## config.mk

```make
export PLATFORM = sky130hd
export DESIGN_NAME = traffic_ctrl_flat
export DESIGN_NICKNAME = d
export VERILOG_FILES = /design/src/rtl/traffic_ctrl_pkg.sv /design/src/rtl/traffic_ctrl_if.sv /design/src/rtl/traffic_ctrl.sv /design/src/flat_wrapper.sv
export SDC_FILE = /design/constraint.sdc
export NUM_CORES = 1
export LEC_CHECK = 0
export CORE_AREA = 4 4 41 43
export DETAILED_ROUTE_END_ITERATION = 10
export DIE_AREA = 0 0 45 47
export SETUP_SLACK_MARGIN = 0.4
export SYNTH_ARGS = -nofsm -noshare
export SYNTH_HDL_FRONTEND = slang
export SYNTH_SLANG_ARGS = --single-unit
```

## constraint.sdc

```tcl
create_clock -name clk -period 1.8 [get_ports clk]
set_clock_uncertainty 0.1 [all_clocks]
set_input_delay 0.36 -clock clk [delete_from_list [all_inputs] [get_ports clk]]
set_output_delay 0.36 -clock clk [all_outputs]
set_load 0.005 [all_outputs]
```

## src/rtl/traffic_ctrl_pkg.sv

```systemverilog
`default_nettype none
// ============================================================================
// Module      : traffic_pkg
// Description : Shared types and constants for the intersection controller:
//               lamp colour encoding, controller state encoding and the
//               timer length width.
// Revision    : 1.0 - initial release
// ============================================================================
package traffic_pkg;

  // Width of the countdown timer length field
  localparam int TLEN_W = 5;

  // Lamp colour as driven onto the lamp outputs
  typedef enum logic [1:0] {
    RED    = 2'b00,
    YELLOW = 2'b01,
    GREEN  = 2'b10
  } light_t;

  // Controller state; encoding 3'd7 is unused and recovers to ALL_RED_B
  typedef enum logic [2:0] {
    MAIN_GREEN  = 3'd0,
    MAIN_YELLOW = 3'd1,
    ALL_RED_A   = 3'd2,
    SIDE_GREEN  = 3'd3,
    SIDE_YELLOW = 3'd4,
    ALL_RED_B   = 3'd5,
    PED_WALK    = 3'd6
  } state_t;

endpackage : traffic_pkg
`default_nettype wire

```

## src/rtl/traffic_ctrl_if.sv

```systemverilog
`default_nettype none
// ============================================================================
// Module      : traffic_ctrl_if
// Description : Handshake between the intersection controller and the shared
//               countdown timer.
//   t_start   : one-cycle timer start (controller -> timer)
//   t_length  : timer duration for the current phase (controller -> timer)
//   t_done    : timer expired, level (timer -> controller)
//   t_flicker : timer within its last 5 ticks (timer -> controller)
// Revision    : 1.0 - initial release
// ============================================================================
interface traffic_ctrl_if;

  logic                           t_start;
  logic [traffic_pkg::TLEN_W-1:0] t_length;
  logic                           t_done;
  logic                           t_flicker;

  // Controller side
  modport master (
    output t_start,
    output t_length,
    input  t_done,
    input  t_flicker
  );

  // Timer side
  modport slave (
    input  t_start,
    input  t_length,
    output t_done,
    output t_flicker
  );

endinterface : traffic_ctrl_if
`default_nettype wire

```

## src/rtl/traffic_ctrl.sv

```systemverilog
`default_nettype none
// ============================================================================
// Module      : traffic_ctrl
// Description : Moore controller for a main/side intersection with a
//               pedestrian crossing. Starts the external countdown timer on
//               entry to every phase and advances on timer expiry.
// Ports       :
//   clk        in   system clock, rising edge
//   reset      in   synchronous reset, active low
//   side_car   in   side-road vehicle sensor (level)
//   ped_req    in   pedestrian button (pulse of any width)
//   tmr        if   timer handshake (master modport)
//   main_light out  main-road lamp
//   side_light out  side-road lamp
//   walk       out  pedestrian walk lamp
//   walk_flash out  walk lamp flashing (last timer ticks of the walk phase)
//   state_dbg  out  current state encoding
// Revision    : 1.0 - initial release
// ============================================================================
module traffic_ctrl
  import traffic_pkg::*;
#(
  parameter int MAIN_GREEN_LEN = 20,
  parameter int SIDE_GREEN_LEN = 10,
  parameter int YELLOW_LEN     = 4,
  parameter int ALL_RED_LEN    = 2,
  parameter int WALK_LEN       = 12
) (
  input  wire logic            clk,
  input  wire logic            reset,
  input  wire logic            side_car,
  input  wire logic            ped_req,
  traffic_ctrl_if.master       tmr,
  output light_t               main_light,
  output light_t               side_light,
  output logic                 walk,
  output logic                 walk_flash,
  output logic [2:0]           state_dbg
);

  localparam logic [TLEN_W-1:0] C_MAIN_GREEN_LEN = TLEN_W'(MAIN_GREEN_LEN);
  localparam logic [TLEN_W-1:0] C_SIDE_GREEN_LEN = TLEN_W'(SIDE_GREEN_LEN);
  localparam logic [TLEN_W-1:0] C_YELLOW_LEN     = TLEN_W'(YELLOW_LEN);
  localparam logic [TLEN_W-1:0] C_ALL_RED_LEN    = TLEN_W'(ALL_RED_LEN);
  localparam logic [TLEN_W-1:0] C_WALK_LEN       = TLEN_W'(WALK_LEN);

  state_t             r_state;
  state_t             w_next_state;
  logic               r_start_pending;
  logic               r_ped_pending;
  logic               w_done_q;
  logic               w_enter_walk;
  logic [TLEN_W-1:0]  w_length;
  light_t             w_main_light;
  light_t             w_side_light;

  // t_done still reflects the previous phase during the entry cycle, so it
  // only counts once the start pulse for this phase has gone out.
  assign w_done_q     = tmr.t_done & ~r_start_pending;
  assign w_enter_walk = (w_next_state == PED_WALK) && (r_state != PED_WALK);

  // --------------------------------------------------------------------------
  // State register, start pulse and pedestrian latch
  // --------------------------------------------------------------------------
  always_ff @(posedge clk) begin
    if (!reset) begin
      r_state         <= ALL_RED_B;
      r_start_pending <= 1'b1;
      r_ped_pending   <= 1'b0;
    end else begin
      r_state         <= w_next_state;
      // Any state change (including recovery from an illegal code) restarts
      // the timer; holding in MAIN_GREEN does not.
      r_start_pending <= (w_next_state != r_state);
      // Clearing on walk entry takes priority over a coincident request.
      if (w_enter_walk) begin
        r_ped_pending <= 1'b0;
      end else if (ped_req && (r_state != PED_WALK)) begin
        r_ped_pending <= 1'b1;
      end
    end
  end

  // --------------------------------------------------------------------------
  // Next state and Moore output decode
  // --------------------------------------------------------------------------
  always_comb begin
    w_next_state = r_state;
    w_length     = C_ALL_RED_LEN;
    w_main_light = RED;
    w_side_light = RED;

    case (r_state)
      MAIN_GREEN: begin
        w_length     = C_MAIN_GREEN_LEN;
        w_main_light = GREEN;
        // Minimum green elapsed: wait here (timer stays expired) until
        // somebody actually needs the intersection.
        if (w_done_q && (side_car || r_ped_pending)) begin
          w_next_state = MAIN_YELLOW;
        end
      end
      MAIN_YELLOW: begin
        w_length     = C_YELLOW_LEN;
        w_main_light = YELLOW;
        if (w_done_q) begin
          w_next_state = ALL_RED_A;
        end
      end
      ALL_RED_A: begin
        w_length = C_ALL_RED_LEN;
        if (w_done_q) begin
          w_next_state = r_ped_pending ? PED_WALK : SIDE_GREEN;
        end
      end
      SIDE_GREEN: begin
        w_length     = C_SIDE_GREEN_LEN;
        w_side_light = GREEN;
        if (w_done_q) begin
          w_next_state = SIDE_YELLOW;
        end
      end
      SIDE_YELLOW: begin
        w_length     = C_YELLOW_LEN;
        w_side_light = YELLOW;
        if (w_done_q) begin
          w_next_state = ALL_RED_B;
        end
      end
      ALL_RED_B: begin
        w_length = C_ALL_RED_LEN;
        if (w_done_q) begin
          w_next_state = MAIN_GREEN;
        end
      end
      PED_WALK: begin
        w_length = C_WALK_LEN;
        if (w_done_q) begin
          w_next_state = ALL_RED_B;
        end
      end
      default: begin
        w_next_state = ALL_RED_B;
      end
    endcase
  end

  // --------------------------------------------------------------------------
  // Outputs
  // --------------------------------------------------------------------------
  // The pending start flag is already set while reset is held; gate it so
  // the timer sees no start until reset is released.
  assign tmr.t_start  = r_start_pending & reset;
  assign tmr.t_length = w_length;
  assign main_light   = w_main_light;
  assign side_light   = w_side_light;
  assign walk         = (r_state == PED_WALK);
  assign walk_flash   = tmr.t_flicker & (r_state == PED_WALK);
  assign state_dbg    = r_state;

endmodule : traffic_ctrl
`default_nettype wire

```

## src/flat_wrapper.sv

```systemverilog
// flat-port wrapper written by rule: the top's interface ports become plain ports
module traffic_ctrl_flat import traffic_pkg::*;
#(
  parameter int MAIN_GREEN_LEN = 20,
  parameter int SIDE_GREEN_LEN = 10,
  parameter int YELLOW_LEN     = 4,
  parameter int ALL_RED_LEN    = 2,
  parameter int WALK_LEN       = 12
)
  (clk, reset, side_car, ped_req, main_light, side_light, walk, walk_flash, state_dbg, tmr_t_start, tmr_t_length, tmr_t_done, tmr_t_flicker);
  traffic_ctrl_if tmr_i ();
  input  wire logic clk;
  input  wire logic reset;
  input  wire logic side_car;
  input  wire logic ped_req;
  output light_t main_light;
  output light_t side_light;
  output logic walk;
  output logic walk_flash;
  output logic [2:0] state_dbg;
  output wire logic [$bits(tmr_i.t_start)-1:0] tmr_t_start;
  output wire logic [$bits(tmr_i.t_length)-1:0] tmr_t_length;
  input wire logic [$bits(tmr_i.t_done)-1:0] tmr_t_done;
  input wire logic [$bits(tmr_i.t_flicker)-1:0] tmr_t_flicker;
  assign tmr_t_start = tmr_i.t_start;
  assign tmr_t_length = tmr_i.t_length;
  assign tmr_i.t_done = tmr_t_done;
  assign tmr_i.t_flicker = tmr_t_flicker;
  traffic_ctrl #(.MAIN_GREEN_LEN(MAIN_GREEN_LEN), .SIDE_GREEN_LEN(SIDE_GREEN_LEN), .YELLOW_LEN(YELLOW_LEN), .ALL_RED_LEN(ALL_RED_LEN), .WALK_LEN(WALK_LEN)) u_core (.clk(clk), .reset(reset), .side_car(side_car), .ped_req(ped_req), .tmr(tmr_i), .main_light(main_light), .side_light(side_light), .walk(walk), .walk_flash(walk_flash), .state_dbg(state_dbg));
endmodule
```

==> results of run 1 <==
## layout by cell type, fill, tap and decap left out, drive strengths merged, types with 2 or more instances in the layout
cell           instances
nand2                  4
clkbuf                 5
o21ai                  2
nand3b                 2
inv                    3
and2                   4
dlygate4sd2            3
or2                    2
buf                   47
dfxtp                  5
nor2b                  3
clkdlybuf4s50          2
a21oi                  5
## where the power goes
group	switching, uW	internal, uW	leakage, uW
Combinational	72.2	119	0.000404
Sequential	13.0	122	0.0000423
Clock	49.2	84.0	0.0000150
## cell usage after synthesis
cell and count:
inv_2 1, nor3_1 1, o21ai_1 2, nand3_1 1, o21a_1 1, clkbuf_1 4, or4_4 1, nand4_1 1
or3_1 1, a21o_1 1, buf_4 2, a311oi_1 1, conb_1 1, dfxtp_1 5, and2_1 4, a221o_1 1
nand3b_1 2, nor2_1 1, nor3b_1 1, a211o_1 1, nor2b_1 3, nand2_1 4, inv_1 2, a21oi_1 5
or2_1 2
## through the flow
step | power (uW) | setup WS (ps)
2_1_floorplan | 187 | 315
3_3_place_gp | 267 | -105
3_5_place_dp | 267 | -110
4_1_cts | 432 | 73.7
5_1_grt | 485 | -59.2
6_report | 460 | -18.6
## metal layers
layer	routed length, um	share of wire [%]	vias to the layer above	GRT usage, %
li1	-	-	272	-
met1	630	37	266	16.9
met2	928	55	27	30.2
met3	97	5.7	6	2.68
met4	34	2.0	0	9.36
met5	0	0	-	0
## state kept, by name, indices dropped and copies added (netlist names)
name and count:
u_core.state_dbg 3, u_core.r_ped_pending 1, u_core.r_start_pending 1
## final timing paths
path	start	end	slack, ps	depth (start not counted)
setup / recovery	u_core.state_dbg[1]	u_core.r_ped_pending	-20	12
hold reg to reg	u_core.r_ped_pending	u_core.r_ped_pending	410	1
setup reg to reg	u_core.state_dbg[1]	u_core.r_ped_pending	-20	12
hold / removal	u_core.r_ped_pending	u_core.r_ped_pending	410	1
## area by class of cell
| cell class | count | area [sq um] |
|---|---|---|
| clock buffer | 4 | 26.3 |
| fill | 93 | 353 |
| inverter | 3 | 11.3 |
| multi-input combinational | 35 | 267 |
| sequential | 5 | 111 |
| tap | 15 | 18.8 |
| timing repair buffer | 54 | 514 |
## worst register-to-register path: stages (launching register included)
cell      delay (ps)
dfxtp_2          340
buf_6            100
nand3b_1          90
buf_4            150
buf_6            110
buf_6            100
buf_6            100
buf_6            110
buf_6            100
buf_6            100
buf_6            100
a21oi_2          140
a311oi_1          60
## logic make-up after synthesis
group                  synth area share, %
and+or+nand+nor                       37.1
AOI/OAI and AO/OA                     21.9
buffers and inverters                 11.7
DFF                                   28.3
other                                 1.06
## repair_timing
action | in CTS | in global routing
setup buffers | 20 | 5
resized for setup | 90 | 14
endpoints found under the setup margin | 17 | 17
pin swaps | 11 | 6
==> impl_metrics.tcl, run 1 <==
set metrics [dict create \
    syn_area_sq_um 354 \
    grt_max_degree 10 \
    placedCellCount 87 \
    seq_area_frac_synth_pct 28.3 \
    wl_per_cell_um 14.6 \
    hold_class "reg -> reg" \
    drt-total-wl_um 1690 \
    grt_pass1_wl_um 2450 \
    synth-seq-cells 5 \
    hold_buffers 0 \
    required_ps 1820 \
    die_h_um 47 \
    yosysTopAreaCell "dfxtp_1" \
    via_per_inst 4.92 \
    worstPathCellList "buf_6 -> nand3b_1 -> buf_4 -> buf_6 -> buf_6 -> buf_6 -> buf_6 -> buf_6 -> buf_6 -> buf_6 -> a21oi_2 -> a311oi_1" \
    setup_viol 1 \
    slew_violations 0 \
    status "finished, violations left" \
    synth_area_per_cell_sq_um 7.23 \
    yosysWarnings 0 \
    antenna_left 0 \
    fin_area_sq_um 948 \
    peakVddDrop_mv 0.338 \
    io_pins 21 \
    num_vias 571 \
    synth_area_leaders "dfxtp_1 (28%), a21oi_1 (7.1%), and2_1 (7.1%)" \
    synth_nets 55 \
    cp_slowest_stage_delay_ps 340 \
    fin_crit_sh_pct 101 \
    critPathTopFamily "buffers and inverters" \
    globalRouteOverflowTotal 0 \
    holdWs_ps 409 \
    clkSinkCount 5 \
    fin_crit_ps 1820 \
    fmax_mhz 550 \
    syn_to_final_growth_pct 168 \
    cts_max_level 1 \
    hpwl_um 745 \
    antenna_found_initial 0 \
    dieArea_sq_um 2120 \
    rsz0062_at_grt "yes" \
    grt_usage_pct 16.2 \
    path_max_fanout 3 \
    crit_top_cell "buf_6" \
    syn_inst 49 \
    p_per_area_nw_per_um2 485 \
    start_kind "flop" \
    tritoncts "done" \
    antennaDiodeCount 0 \
    power_leakage_uw 0.000461 \
    violations "negative setup slack" \
    path_buf_inv 9 \
    dr.pass1.iters 4 \
    clock_latency_ps 240 \
    finalNetCount 108 \
    cts_root_buf "clkbuf_4" \
    path_class "reg -> reg" \
    start_util_pct 27.2 \
    route.detailed.drc 0 \
    crit_slowest_cell "dfxtp_2" \
    cts_made_buffers 3 \
    cp-end-kind "flop" \
    place_congestion 0.708 \
    drt_iter0_markers 10 \
    cts_buffer_depth 2 \
    drive_gt1_share_pct 67.3 \
    rows 13 \
    hold_viol 0 \
    coreArea_sq_um 1300 \
    stdcell_count 116 \
    grt_pass1_vias 558 \
    tns_ps -18.6 \
    placed_area_sq_um 614 \
    path_clk_slew_ps 50 \
    fin_util_pct 72.9 \
    arrival_ps 1840 \
    yosysTopAreaCellShare_pct 28.3 \
    portBuffers 19 \
    die_x_um 45 \
    ys_types 25 \
    setup_ws_ps -18.6 \
    maxCapViolCount 0 \
]
Power figures use the tool's default switching activity.
==> run 2: changes to the inputs <==
clock period = 2.25 ns   (was 1.8 ns; I/O delays follow)
==> impl_metrics.tcl, run 2 (same netlist as run 1, synthesis figures left out) <==
set metrics [dict create \
    drive_gt1_share_pct 28.9 \
    clkSinkCount 5 \
    dr.pass1.iters 4 \
    finalNetCount 83 \
    die_x_um 45 \
    layout_common_cells "clkdlybuf4s50_1 (7), buf_4 (7), dlygate4sd2_1 (6), a21oi_1 (5), dlymetal6s2s_1 (5)" \
    fin_area_sq_um 674 \
    antennaDiodeCount 0 \
    power_leakage_uw 0.000369 \
    required_ps 1700 \
    antenna_left 0 \
    grt_pass1_wl_um 1640 \
    die_h_um 47 \
    place_congestion 0.740 \
    largest_reg_flops 3 \
    arrival_ps 1250 \
    fin_crit_sh_pct 80.2 \
    cts_max_level 1 \
    path_max_fanout 4 \
    coreArea_sq_um 1300 \
    grt_pass1_vias 383 \
    cts_buffer_depth 2 \
    dieArea_sq_um 2120 \
    rsz0062_at_grt "yes" \
    peakVddDrop_mv 0.351 \
    wl_per_cell_um 11.5 \
    route.detailed.drc 0 \
    cp-end-kind "output port" \
    tns_ps 0 \
    rows 13 \
    p_per_area_nw_per_um2 462 \
    globalRouteOverflowTotal 0 \
    grt_max_degree 12 \
    holdWs_ps 425 \
    hpwl_um 730 \
    portBuffers 19 \
    maxCapViolCount 0 \
    start_util_pct 27.2 \
    antenna_found_initial 0 \
    cts_root_buf "clkbuf_4" \
    hold_class "reg -> reg" \
    drt-total-wl_um 1040 \
    placedCellCount 82 \
    fmax_mhz 554 \
    cts_made_buffers 3 \
    fin_util_pct 51.8 \
    path_clk_slew_ps 40 \
    num_vias 430 \
    start_kind "flop" \
    io_pins 21 \
    drt_iter0_markers 12 \
    clock_latency_ps 240 \
    tritoncts "done" \
    fillers 127 \
    setup_viol 0 \
    stdcell_count 91 \
    via_per_inst 4.73 \
    slew_violations 0 \
    status "finished clean" \
    hold_viol 0 \
    grt_usage_pct 10.8 \
    hold_buffers 0 \
    syn_to_final_growth_pct 90.5 \
    path_class "reg -> out" \
    fin_crit_ps 1800 \
    placed_area_sq_um 571 \
]
## run 2: cell count changes in the layout (fill, tap and decap cells not counted), moves of 3 or more
| cell | before | now |
|---|---|---|
| and2_4 | 3 | 0 |
| buf_6 | 30 | 3 |
| buf_2 | 6 | 0 |
| and2_1 | 1 | 4 |
| dlygate4sd2_1 | 3 | 6 |
| buf_4 | 11 | 7 |
| clkdlybuf4s50_1 | 2 | 7 |
| dlymetal6s2s_1 | 1 | 5 |
## run 2: metal layers
| metal | global-route usage (%) | vias up | share of wire [%] |
|---|---|---|---|
| met3 | 6.13 | 0 | 12 |
| met2 | 18.4 | 23 | 46 |
| met5 | 0 | - | 0 |
| met1 | 11.9 | 188 | 42 |
| met4 | 1.75 | 0 | 0 |
| li1 | - | 219 | - |
## run 2: final timing paths
kind / depth (start not counted) / slack, ps / start / end
setup / recovery: 5 / 450 / u_core.state_dbg[1] / tmr_t_length[2]
hold / removal: 1 / 420 / u_core.r_ped_pending / u_core.r_ped_pending
setup reg to reg: 4 / 600 / u_core.state_dbg[2] / u_core.state_dbg[0]
hold reg to reg: 1 / 420 / u_core.r_ped_pending / u_core.r_ped_pending
## run 2: cell type report
| type | instances | area, sq um | share of cell area [%] |
|---|---|---|---|
| clock buffer | 4 | 26.3 | 3.90 |
| inverter | 3 | 11.3 | 1.67 |
| multi-input combinational | 35 | 233 | 34.5 |
| sequential | 5 | 109 | 16.1 |
| tap | 15 | 18.8 | 2.78 |
| timing repair buffer | 29 | 277 | 41.0 |
## run 2: critical path, stage by stage (launching register included)
cell	delay (ps)
dfxtp_2	330
nor2b_4	120
buf_4	130
a21o_1	160
inv_1	50
dlygate4sd2_1	220
## run 2: what timing repair did
item | 4_1_cts | 5_1_grt
hold endpoints to repair | 0 | 0
cloned | 0 | 0
resized for setup | 16 | 11
setup buffers | 2 | 3
endpoints found under the setup margin | 13 | 8
## run 2: per-stage QoR
step	power [uW]	worst slack (ps)
floorplan	147	604
global route	336	384
global placement	203	146
CTS	316	202
finish	311	446
detailed placement	203	151
## run 2: power by group
part | switching [uW] | total, uW | internal, uW
logic | 39.4 | 97.6 | 58.2
registers | 9.82 | 107 | 97.0
clock network | 39.6 | 107 | 67.2
==> run 3: changes to the inputs <==
clock period = 1.7 ns   (was 2.25 ns; I/O delays follow)
==> impl_metrics.tcl, run 3 (same netlist as run 1, synthesis figures left out) <==
set metrics [dict create \
    status "finished, violations left" \
    violations "negative setup slack" \
    die_x_um 45 \
    clkSinkCount 5 \
    rrSetupSlack_ps -20 \
    p_per_area_nw_per_um2 545 \
    cts_max_level 1 \
    antenna_left 0 \
    arrival_ps 1740 \
    place_congestion 0.816 \
    placed_area_sq_um 603 \
    io_pins 21 \
    grt_pass1_vias 492 \
    drt_iter0_markers 4 \
    reg2reg_from "u_core.state_dbg[1]" \
    antennaDiodeCount 0 \
    path_class "reg -> reg" \
    cts_buffer_depth 2 \
    portBuffers 19 \
    dieArea_sq_um 2120 \
    grt_usage_pct 13.4 \
    drt-total-wl_um 1340 \
    coreArea_sq_um 1300 \
    tns_ps -16.4 \
    worstPathCellList "buf_6 -> buf_6 -> or4_4 -> o21a_1 -> a221o_1" \
    required_ps 1720 \
    cts_made_buffers 3 \
    antenna_found_initial 0 \
    via_per_inst 4.73 \
    wl_per_cell_um 12.4 \
    path_max_fanout 5 \
    slew_violations 0 \
    fin_crit_ps 1720 \
    dpl_worst_slack_ps -212 \
    fin_util_pct 65.6 \
    route.detailed.drc 0 \
    path_clk_slew_ps 50 \
    final_common_cell "buf_6" \
    setup_viol 1 \
    crit_start "u_core.state_dbg[1]" \
    crit_slowest_cell "or4_4" \
    layout_common_cells "buf_6 (20), buf_4 (12), buf_2 (8)" \
    globalRouteOverflowTotal 0 \
    finalNetCount 100 \
    drive_gt1_share_pct 65.6 \
    critPathTopFamily "simple AND/OR/NAND/NOR gates" \
    hpwl_um 836 \
    clock_latency_ps 240 \
    grt_max_degree 8 \
    path_buf_inv 2 \
    num_vias 511 \
    dr.pass1.iters 4 \
    cts_root_buf "clkbuf_4" \
    grt_pass1_wl_um 2050 \
    cp-end-kind "flop" \
    fin_area_sq_um 853 \
    fin_crit_sh_pct 101 \
    syn_to_final_growth_pct 141 \
    start_kind "flop" \
    largest_reg_flops 3 \
    hold_class "reg -> reg" \
    die_h_um 47 \
    setup_ws_ps -16.4 \
    cp_slowest_stage_delay_ps 510 \
    tritoncts "done" \
    hold_viol 0 \
    fmax_mhz 583 \
    worstHoldStart "u_core.r_ped_pending" \
    peakVddDrop_mv 0.371 \
    power_leakage_uw 0.000415 \
    rsz0062_at_grt "yes" \
    crit_top_cell "buf_6" \
    placedCellCount 85 \
    start_util_pct 27.2 \
    stdcell_count 108 \
    rows 13 \
    maxCapViolCount 0 \
]
## run 3: cell count changes in the layout (fill, tap and decap cells not counted), moves of 4 or more
cell             before  now
buf_2                 0    8
buf_4                 7   12
buf_6                 3   20
clkdlybuf4s50_1       7    3
dlygate4sd2_1         6    0
dlymetal6s2s_1        5    1
## run 3: per-stage QoR
| stage | total power, uW | hold slack, ps |
|---|---|---|
| final | 465 | 408 |
| after global routing | 496 | 420 |
| after CTS | 455 | 397 |
| after detailed placement | 285 | 390 |
| after global placement | 283 | 374 |
| after floorplan | 204 | 320 |
## run 3: path summary, 6_finish.rpt
path	to	cells after the start
worst min register to register	u_core.r_ped_pending	1
worst max-delay path	u_core.state_dbg[0]	5
worst max register to register	u_core.state_dbg[0]	5
worst min-delay path	u_core.r_ped_pending	1
## run 3: metal layers
metal	up-vias	wire length, um	GRT usage, %
met5	-	0	0
met3	0	104	6.51
li1	254	-	-
met2	19	721	27.4
met1	238	516	11.8
met4	0	0	1.75
## run 3: timing repair
item | CTS | global route
setup buffers | 14 | 5
gates cloned | 0 | 0
pin swaps | 9 | 6
resized for setup | 81 | 14
endpoints found under the setup margin | 17 | 18
hold buffers | 0 | 0
## run 3: area by class of cell
class,instances,area [sq um]
timing repair buffer,46,419
clock buffer,4,26.3
tap,15,18.8
multi-input combinational,35,267
sequential,5,111
fill,114,448
inverter,3,11.3
## run 3: power by group
part | internal (uW) | leakage, uW | switching (uW)
Clock | 89.0 | 0.0000150 | 52.0
Combinational | 111 | 0.000358 | 70.1
Sequential | 129 | 0.0000423 | 13.9
